File: src/rtl/pneumatic_pkg.sv
// Shared state encoding and default timing for the pneumatic valve sequencer.
// Pure definitions: no latency, no backpressure.
package pneumatic_pkg;

    typedef enum logic [2:0] {
        IDLE    = 3'd0,
        OPENING = 3'd1,
        HOLD    = 3'd2,
        CLOSING = 3'd3,
        FAULT   = 3'd4
    } state_t;

    localparam int DEF_N_CH         = 3;
    localparam int DEF_STAGGER_CYC  = 50000;
    localparam int DEF_HOLD_MIN_CYC = 500000;
    localparam int DEF_TIMEOUT_CYC  = 50000000;
    localparam int DEF_SYNC_STAGES  = 2;

endpackage

File: src/rtl/pneumatic_valve_seq_bit_sync.sv
// Multi-flop synchroniser for an asynchronous single-bit input.
// Latency STAGES cycles; no backpressure.
module bit_sync #(
    parameter int STAGES = 2
) (
    input  logic clk,
    input  logic reset,
    input  logic d,
    output logic q
);

    logic [STAGES-1:0] sync_q;

    always_ff @(posedge clk) begin
        if (!reset) begin
            sync_q <= '0;
        end else begin
            sync_q <= {sync_q[STAGES-2:0], d};
        end
    end

    assign q = sync_q[STAGES-1];

endmodule

File: src/rtl/pneumatic_valve_seq.sv
// Staggered open / reverse close valve driver with minimum hold and timeout fault.
// First valve drives SYNC_STAGES edges after signalrasp is sampled high; no backpressure.
module pneumatic_valve_seq
    import pneumatic_pkg::*;
#(
    parameter int N_CH         = DEF_N_CH,
    parameter int STAGGER_CYC  = DEF_STAGGER_CYC,
    parameter int HOLD_MIN_CYC = DEF_HOLD_MIN_CYC,
    parameter int TIMEOUT_CYC  = DEF_TIMEOUT_CYC,
    parameter int SYNC_STAGES  = DEF_SYNC_STAGES
) (
    input  logic            clk,
    input  logic            reset,
    input  logic            signalrasp,
    input  logic [N_CH-1:0] ch_mask,
    input  logic            fault_clr,
    output logic [N_CH-1:0] valve,
    output logic            busy,
    output logic            fault
);

    localparam int TMAX_A = (TIMEOUT_CYC > HOLD_MIN_CYC) ? TIMEOUT_CYC : HOLD_MIN_CYC;
    localparam int TMAX   = (TMAX_A > STAGGER_CYC) ? TMAX_A : STAGGER_CYC;
    localparam int TW     = $clog2(TMAX) + 1;

    logic            cmd_s;
    state_t          state;
    logic [N_CH-1:0] mask_q;
    logic [TW-1:0]   on_timer;
    logic [TW-1:0]   stag_timer;
    logic [TW-1:0]   on_next;
    logic [TW-1:0]   stag_next;
    logic            stag_evt;
    logic            hold_ok;
    logic            tmo;
    logic [N_CH-1:0] first_bit;
    logic [N_CH-1:0] open_bit;
    logic [N_CH-1:0] close_bit;
    logic [N_CH-1:0] valve_cls;

    bit_sync #(
        .STAGES (SYNC_STAGES)
    ) u_cmd_sync (
        .clk   (clk),
        .reset (reset),
        .d     (signalrasp),
        .q     (cmd_s)
    );

    // Timer compares use the post-increment value so events land exactly N cycles after their reference edge.
    always_comb begin
        on_next   = (on_timer >= TW'(TIMEOUT_CYC)) ? on_timer : on_timer + 1'b1;
        stag_next = (stag_timer >= TW'(STAGGER_CYC)) ? stag_timer : stag_timer + 1'b1;
        stag_evt  = (stag_next >= TW'(STAGGER_CYC));
        hold_ok   = (on_next >= TW'(HOLD_MIN_CYC));
        tmo       = (on_next >= TW'(TIMEOUT_CYC));
    end

    // Lowest requested bit, next masked bit to open, highest energised bit to close.
    always_comb begin
        first_bit = '0;
        open_bit  = '0;
        close_bit = '0;
        for (int i = N_CH - 1; i >= 0; i--) begin
            if (ch_mask[i]) begin
                first_bit    = '0;
                first_bit[i] = 1'b1;
            end
            if (mask_q[i] && !valve[i]) begin
                open_bit    = '0;
                open_bit[i] = 1'b1;
            end
        end
        for (int i = 0; i < N_CH; i++) begin
            if (valve[i]) begin
                close_bit    = '0;
                close_bit[i] = 1'b1;
            end
        end
        valve_cls = valve & ~close_bit;
    end

    always_ff @(posedge clk) begin
        if (!reset) begin
            state      <= IDLE;
            valve      <= '0;
            busy       <= 1'b0;
            fault      <= 1'b0;
            mask_q     <= '0;
            on_timer   <= '0;
            stag_timer <= '0;
        end else begin
            case (state)
                IDLE: begin
                    valve <= '0;
                    busy  <= 1'b0;
                    fault <= 1'b0;
                    if (cmd_s && (ch_mask != '0)) begin
                        mask_q     <= ch_mask;
                        valve      <= first_bit;
                        on_timer   <= '0;
                        stag_timer <= '0;
                        busy       <= 1'b1;
                        state      <= OPENING;
                    end
                end
                OPENING, HOLD: begin
                    on_timer   <= on_next;
                    stag_timer <= stag_next;
                    if (tmo) begin
                        valve <= '0;
                        fault <= 1'b1;
                        busy  <= 1'b0;
                        state <= FAULT;
                    end else if (!cmd_s && hold_ok) begin
                        valve      <= valve_cls;
                        stag_timer <= '0;
                        if (valve_cls == '0) begin
                            busy  <= 1'b0;
                            state <= IDLE;
                        end else begin
                            state <= CLOSING;
                        end
                    end else if (state == OPENING) begin
                        if (valve == mask_q) begin
                            state <= HOLD;
                        end else if (stag_evt) begin
                            valve      <= valve | open_bit;
                            stag_timer <= '0;
                        end
                    end
                end
                CLOSING: begin
                    stag_timer <= stag_next;
                    if (stag_evt) begin
                        valve      <= valve_cls;
                        stag_timer <= '0;
                        if (valve_cls == '0) begin
                            busy  <= 1'b0;
                            state <= IDLE;
                        end
                    end
                end
                FAULT: begin
                    valve <= '0;
                    busy  <= 1'b0;
                    fault <= 1'b1;
                    if (fault_clr && !cmd_s) begin
                        fault <= 1'b0;
                        state <= IDLE;
                    end
                end
                default: begin
                    valve <= '0;
                    busy  <= 1'b0;
                    fault <= 1'b0;
                    state <= IDLE;
                end
            endcase
        end
    end

endmodule

File: config.mk
export PLATFORM = sky130hd
export DESIGN_NAME = pneumatic_valve_seq
export DESIGN_NICKNAME = d
export VERILOG_FILES = /design/src/rtl/pneumatic_pkg.sv /design/src/rtl/pneumatic_valve_seq_bit_sync.sv /design/src/rtl/pneumatic_valve_seq.sv
export SDC_FILE = /design/constraint.sdc
export NUM_CORES = 1
export LEC_CHECK = 0
export CAP_MARGIN = 25
export CORE_MARGIN = 2
export CORE_UTILIZATION = 51
export CTS_CLUSTER_SIZE = 30
export DETAILED_ROUTE_END_ITERATION = 10
export HOLD_SLACK_MARGIN = 0.1
export PLACE_DENSITY = 0.68
export SLEW_MARGIN = 15
export SYNTH_ARGS = -nofsm -noshare
export SYNTH_HDL_FRONTEND = slang
export SYNTH_SLANG_ARGS = --single-unit
File: constraint.sdc
create_clock -name clk -period 4.38 [get_ports clk]
set_clock_uncertainty 0.1 [all_clocks]
set_input_delay 0.876 -clock clk [delete_from_list [all_inputs] [get_ports clk]]
set_output_delay 0.876 -clock clk [all_outputs]
set_load 0.02 [all_outputs]
==> results of run 1 <==
[synthesized netlist by cell type (9+ instances only)]
cell type,number,share of area [%]
nor3_1,21,2.3
nand4_1,21,2.9
a21oi_1,41,4.5
nand2_1,60,5.0
nor2_1,51,4.2
o21ai_0,21,2.3
dfxtp_1,67,30
nor4_1,9,1.2
inv_1,20,1.7
clkbuf_1,29,2.4
and2_1,24,3.3
and3_1,17,2.3
nand3_1,31,3.4
[logic make-up (layout without fill, tap and decap cells)]
family	count (synthesis)	count (layout)	synth area share [%]
simple gates	279	279	32.45
compound gates	162	162	26.98
flops	67	67	29.63
buf+inv	62	60	5.693
xor+xnor	10	10	1.935
fa+ha+maj	8	8	2.211
mux	5	5	1.106
[final timing paths]
check	startpoint	end	slack, ns	cells past startpoint
min	u_cmd_sync.sync_q[0]$_SDFF_PN0_	u_cmd_sync.sync_q[1]$_SDFF_PN0_	0.34	1
max	on_timer[20]$_SDFFE_PN0P_	stag_timer[1]$_SDFFE_PN0P_	0.18	12
max reg2reg	on_timer[20]$_SDFFE_PN0P_	stag_timer[1]$_SDFFE_PN0P_	0.18	12
min reg2reg	u_cmd_sync.sync_q[0]$_SDFF_PN0_	u_cmd_sync.sync_q[1]$_SDFF_PN0_	0.34	1
[stage by stage]
stage	total power, mW	std cells
3_5_place_dp	1.348	683
2_1_floorplan	1.161	593
6_report	1.878	699
3_3_place_gp	1.339	683
5_1_grt	2.007	699
4_1_cts	1.888	699
[metal layers]
metal / part of all wire [%] / track usage [%]
met1: 47 / 32.98
met2: 47 / 40.78
met3: 4.8 / 4.438
met4: 1.4 / 8.219
met5: 0 / 0
[cell type report]
cell class                 instances  area share [%]
clock buffer                       9           2.528
clock inverter                     7           1.532
inverter                          21           1.609
multi-input combinational        464           59.86
sequential                        67           27.37
tap                              108           2.758
timing repair buffer              23           4.341
[registers in the layout, indices dropped and copies added, names as in the netlist]
name               count
on_timer              27
stag_timer            27
mask_q                 3
state                  3
valve                  3
u_cmd_sync.sync_q      2
busy                   1
fault                  1
[timing repair]
item	4_1_cts	5_1_grt
setup endpoints to repair	0	3
hold buffers	0	0
resized for setup	0	0
buffers inserted	0	0
[power groups by stage]
| stage | logic (mW) | registers (mW) | clock network (mW) |
|---|---|---|---|
| 2_1_floorplan | 0.481 | 0.681 | 0 |
| 3_3_place_gp | 0.646 | 0.692 | 0 |
| 3_5_place_dp | 0.653 | 0.695 | 0 |
| 4_1_cts | 0.657 | 0.681 | 0.551 |
| 5_1_grt | 0.746 | 0.688 | 0.573 |
| 6_report | 0.665 | 0.681 | 0.533 |
==> metrics.csv, run 1 <==
stage,metric,value,unit
worst_setup_path,critical_path.cell_chain,and4_1 > and3_1 > o22ai_1 > and3_1 > mux2i_1 > o211ai_1 > a2111oi_4 > o41ai_2 > nor3_2 > buf_12 > a21oi_1 > o21ai_0,
global_route,antenna_found_initial,0,
power,power_frac_comb,35.4,%
logic_synthesis,synth_nets,608,
timing,rsz0062_at_grt,false,
worst_setup_path,arrival,4.37,ns
drt,drc,0,
finish,fillers,834,
worst_setup_path,crit_family,compound AO/OA/AOI/OAI gates,
global_route,gr-total-overflow,0,
worst_setup_path,crit_top_cell,and3_1,
finish,fin_area,4900,um^2
timing,period_share,95.87,%
placement,place_congestion,1.003,
timing,fin_ws,0.1810,ns
power,vdd_drop_max,0.2151,mV
global_route,grt_pass1_wl,19900,um
floorplan,die_w,98.22,um
worst_setup_path,cp-start-kind,register,
finish,drive_gt1_share,7.953,%
finish,syn_to_final_growth,8.237,%
finish,final_cell_mix,"dfxtp_1, nand2_1, nor2_1",
drt,wl,11520,um
logic_synthesis,yosysWarnings,0,
floorplan,fp.dieArea,9646,um^2
power,powerDensity,383.4,nW/um^2
worst_setup_path,slowest_stage,o22ai_1,
worst_setup_path,worstPathMaxFanout,29,
finish,final_nets,601,
timing,fin_crit,4.199,ns
placement,pre_cts_slack,0.2742,ns
timing,setup_violations,0,
drt,via_per_inst,6.319,
placement,io_buffer_count,11,
clocking,clk_pin_slew,0.08,ns
finish,final_common_cell,dfxtp_1,
clocking,clock-sinks,67,
min_path,hold_class,reg2reg,
logic_synthesis,synth.distinct_cells,81,
floorplan,die_y,98.22,um
timing,hold_slack,0.3370,ns
logic_synthesis,synth_area_per_cell,7.634,um^2
worst_setup_path,critPathRequiredTime,4.55,ns
floorplan,io_pins,12,
floorplan,coreArea,8678,um^2
finish,antenna_cells,0,
finish,seq_area,1341,um^2
drt,routedWlPerCell,16.47,um
finish,fin_util,56.46,%
finish,multiInputGateArea,2933,um^2
timing,worst_slew_pin_slew,0.9089,ns
clocking,numCtsBuffers,9,
drt,firstDrtPassIters,5,
logic_synthesis,synth_edf_count,0,
global_route,track_usage,24.77,%
worst_setup_path,path_buf_inv,1,
drt,dr_total_vias,4417,
global_route,grt_pass1_vias,4106,
global_route,grt_max_degree,30,
logic_synthesis,synthArstFlopShare,0,%
logic_synthesis,ys.flop_type,dfxtp_1,
clocking,ctsLongestPathBuffers,2,
floorplan,fp-row-count,34,
logic_synthesis,mappedNetlistArea,4527,um^2
clocking,htree_levels,3,
timing,setup_tns,0,ns
timing,relSlewSlack,39.41,%
timing,report.final.slew_viol_count,0,
power,cellInternalPower,1.127,mW
clocking,cts-root-buf,clkbuf_8,
power,switchingPower,0.7513,mW
worst_setup_path,cpPeakStageDelay,0.65,ns
worst_setup_path,path_class,reg2reg,
clocking,clk_latency,0.35,ns
power,pwr-share-seq,36.3,%
worst_setup_path,critPathCaptureType,register,
power,p_sw_share,39.99,%
logic_synthesis,netlist_instances,593,
job,maxCapViolations,0,
logic_synthesis,yosysSeqAreaShare,29.63,%
timing,max_freq,238.2,MHz
floorplan,initial_core_util,52.16,%
placement,hpwl,8148,um
clocking,cts_tree,built,
power,p_leak,1.832,nW
power,clkPwrFrac,28.4,%
logic_synthesis,ys_ff_latch,67,
timing,hold_viol,0,
outcome,outcome,completed,
drt,first_iter_violations,295,
drt,ant_nets,0,
placement,place_area,4701,um^2
Note: power is estimated with default switching activity, not from simulation.
==> inputs of run 2 (changes only) <==
SLEW_MARGIN = 20   (was 15)
==> results of run 2 <==
Final layout, timing and power as in run 1 (identical DEF).
==> inputs of run 3 (changes only) <==
CORE_UTILIZATION = 30   (was 51)
PLACE_DENSITY = default   (was 0.68)
TNS_END_PERCENT = 20   (was default)
clock period = 4.7 ns   (was 4.38 ns; I/O delays follow)
==> run 3 against run 2 <==
Final area up 2.4%; non-clock buffer count down 6; utilization down 22 points; total power down 0.72%; sequential power down 6.5%; clock power up 19%; critical path depth down 1; sequential share of layout area down 0.64 points; largest cell class unchanged; via count up 0.25%; largest power group unchanged.
==> metrics.csv, run 3 (synthesized netlist as in run 1, its figures left out) <==
stage,metric,value,unit,change
outcome,outcome,completed,,unchanged
worst_setup_path,critical_path.cell_chain,nand4_2 > a2111oi_4 > o22a_4 > nor3_1 > or4_1 > a211oi_1 > o21ai_1 > o41ai_1 > nand2_1 > and2_1 > o221a_2,,was and4_1 > and3_1 > o22ai_1 > and3_1 > mux2i_1 > o211ai_1 > a2111oi_4 > o41ai_2 > nor3_2 > buf_12 > a21oi_1 > o21ai_0
timing,period_share,91.98,%,was 95.87%
floorplan,die_y,126.8,um,was 98.22 um
global_route,grt_max_degree,30,,unchanged
finish,drive_gt1_share,7.009,%,was 7.953%
drt,wl,11850,um,"was 11,520 um"
timing,relSlewSlack,36.22,%,was 39.41%
timing,hold_viol,0,,unchanged
global_route,track_usage,14.96,%,was 24.77%
clocking,numCtsBuffers,9,,unchanged
timing,report.final.slew_viol_count,0,,unchanged
finish,final_cell_mix,"dfxtp_1, nand2_1, nor2_1",,unchanged
clocking,cts-resized-gates,0,,unchanged
floorplan,die_w,126.8,um,was 98.22 um
global_route,antenna_found_initial,0,,unchanged
worst_setup_path,cpPeakStageDelay,0.54,ns,was 0.65 ns
power,vdd_drop_max,0.1759,mV,was 0.2151 mV
worst_setup_path,critPathRequiredTime,4.83,ns,was 4.55 ns
timing,worst_slew_pin_slew,0.9531,ns,was 0.9089 ns
finish,reg_top3,"on_timer x27, stag_timer x27",,unchanged
worst_setup_path,worstPathMaxFanout,25,,was 29
clocking,clk_pin_slew,0.06,ns,was 0.08 ns
power,p_leak,1.831,nW,was 1.832 nW
clocking,cts_tree,built,,unchanged
finish,final_nets,595,,was 601
placement,hpwl,8249,um,was 8148 um
timing,setup_violations,0,,unchanged
clocking,clk_latency,0.34,ns,was 0.35 ns
placement,place_congestion,0.8838,,was 1.003
power,powerDensity,371.8,nW/um^2,was 383.4 nW/um^2
clocking,ctsLongestPathBuffers,2,,unchanged
floorplan,fp-row-count,44,,was 34
drt,routedWlPerCell,15.41,um,was 16.47 um
timing,setup_tns,0,ns,unchanged
worst_setup_path,reg2reg_depth,11,,was 12
job,maxCapViolations,0,,unchanged
worst_setup_path,path_class,reg2reg,,unchanged
placement,io_buffer_count,11,,unchanged
drt,via_per_inst,5.758,,was 6.319
global_route,grt_pass1_vias,4019,,"was 4,106"
worst_setup_path,arrival,4.46,ns,was 4.37 ns
min_path,hold_class,reg2reg,,unchanged
floorplan,initial_core_util,30.91,%,was 52.16%
floorplan,fp.dieArea,16090,um^2,was 9646 um^2
finish,syn_to_final_growth,10.81,%,was 8.237%
drt,dr_total_vias,4428,,"was 4,417"
floorplan,io_pins,12,,unchanged
timing,hold_slack,0.3299,ns,was 0.3370 ns
clocking,clock-sinks,67,,unchanged
drt,drc,0,,unchanged
floorplan,coreArea,14640,um^2,was 8678 um^2
global_route,gr-total-overflow,0,,unchanged
timing,max_freq,231.3,MHz,was 238.2 MHz
finish,fillers,1504,,was 834
drt,first_iter_violations,379,,was 295
worst_setup_path,cp-start-kind,register,,unchanged
worst_setup_path,critPathCaptureType,register,,unchanged
min_path,holdPathStages,1,,unchanged
global_route,grt_pass1_wl,19820,um,"was 19,900 um"
finish,antenna_cells,0,,unchanged
clocking,cts-root-buf,clkbuf_16,,was clkbuf_8
drt,ant_nets,0,,unchanged
clocking,post-cts-setup-buffer-count,0,,unchanged
finish,final_common_cell,dfxtp_1,,unchanged
drt,firstDrtPassIters,5,,unchanged
timing,fin_crit,4.323,ns,was 4.199 ns
clocking,htree_levels,3,,unchanged
worst_setup_path,slowest_stage,or4_1,,was o22ai_1
clocking,cts-hold-fix-buffers,0,,unchanged
timing,rsz0062_at_grt,false,,unchanged
## run 3: worst paths after layout
| check | start | to | slack, ns |
|---|---|---|---|
| setup / recovery | on_timer[13]$_SDFFE_PN0P_ | valve[2]$_SDFFE_PN0P_ | 0.38 |
| hold / removal | u_cmd_sync.sync_q[0]$_SDFF_PN0_ | u_cmd_sync.sync_q[1]$_SDFF_PN0_ | 0.33 |
| setup reg to reg | on_timer[13]$_SDFFE_PN0P_ | valve[2]$_SDFFE_PN0P_ | 0.38 |
| hold reg to reg | u_cmd_sync.sync_q[0]$_SDFF_PN0_ | u_cmd_sync.sync_q[1]$_SDFF_PN0_ | 0.33 |
## run 3: through the flow
stage	utilization [%]	area [um^2]	setup slack, ns	power [mW]	cells
3_5_place_dp	32.36	4738	0.5203	1.238	753
4_1_cts	34.25	5016	0.5154	1.879	769
3_3_place_gp	32.36	4738	0.5167	1.227	753
2_1_floorplan	-	4527	1.075	1.082	593
5_1_grt	34.25	5016	0.1419	1.981	769
6_report	34.25	5016	0.3768	1.865	769
## run 3: per-layer routing
metal,global-route usage (%),vias up,part of all wire [%]
met5,0,-,0
met4,4.266,0,1.8
met1,19.90,2104,47
met2,23.78,118,45
met3,4.133,23,5.5
li1,-,2183,-
## run 3: power breakdown
group          switching [mW]  leakage (nW)  internal, mW  total (mW)
registers              0.0389         0.541         0.598       0.637
logic                   0.412          1.15         0.183       0.595
clock network           0.274         0.136         0.359       0.633
## run 3: final cells by class
class / count / area [um^2] / area share [%]
tap: 184 / 230.2 / 4.590
clock inverter: 7 / 52.55 / 1.048
inverter: 21 / 78.83 / 1.571
sequential: 67 / 1341 / 26.74
multi-input combinational: 464 / 2933 / 58.47
timing repair buffer: 17 / 155.1 / 3.093
clock buffer: 9 / 225.2 / 4.490
## run 3: worst max-delay path: cells and delay by family, from the launching register on
family / cells / cell delay, ns
and+or+nand+nor: 5 / 1.32
DFF: 1 / 0.49
AOI/OAI and AO/OA: 6 / 2.29
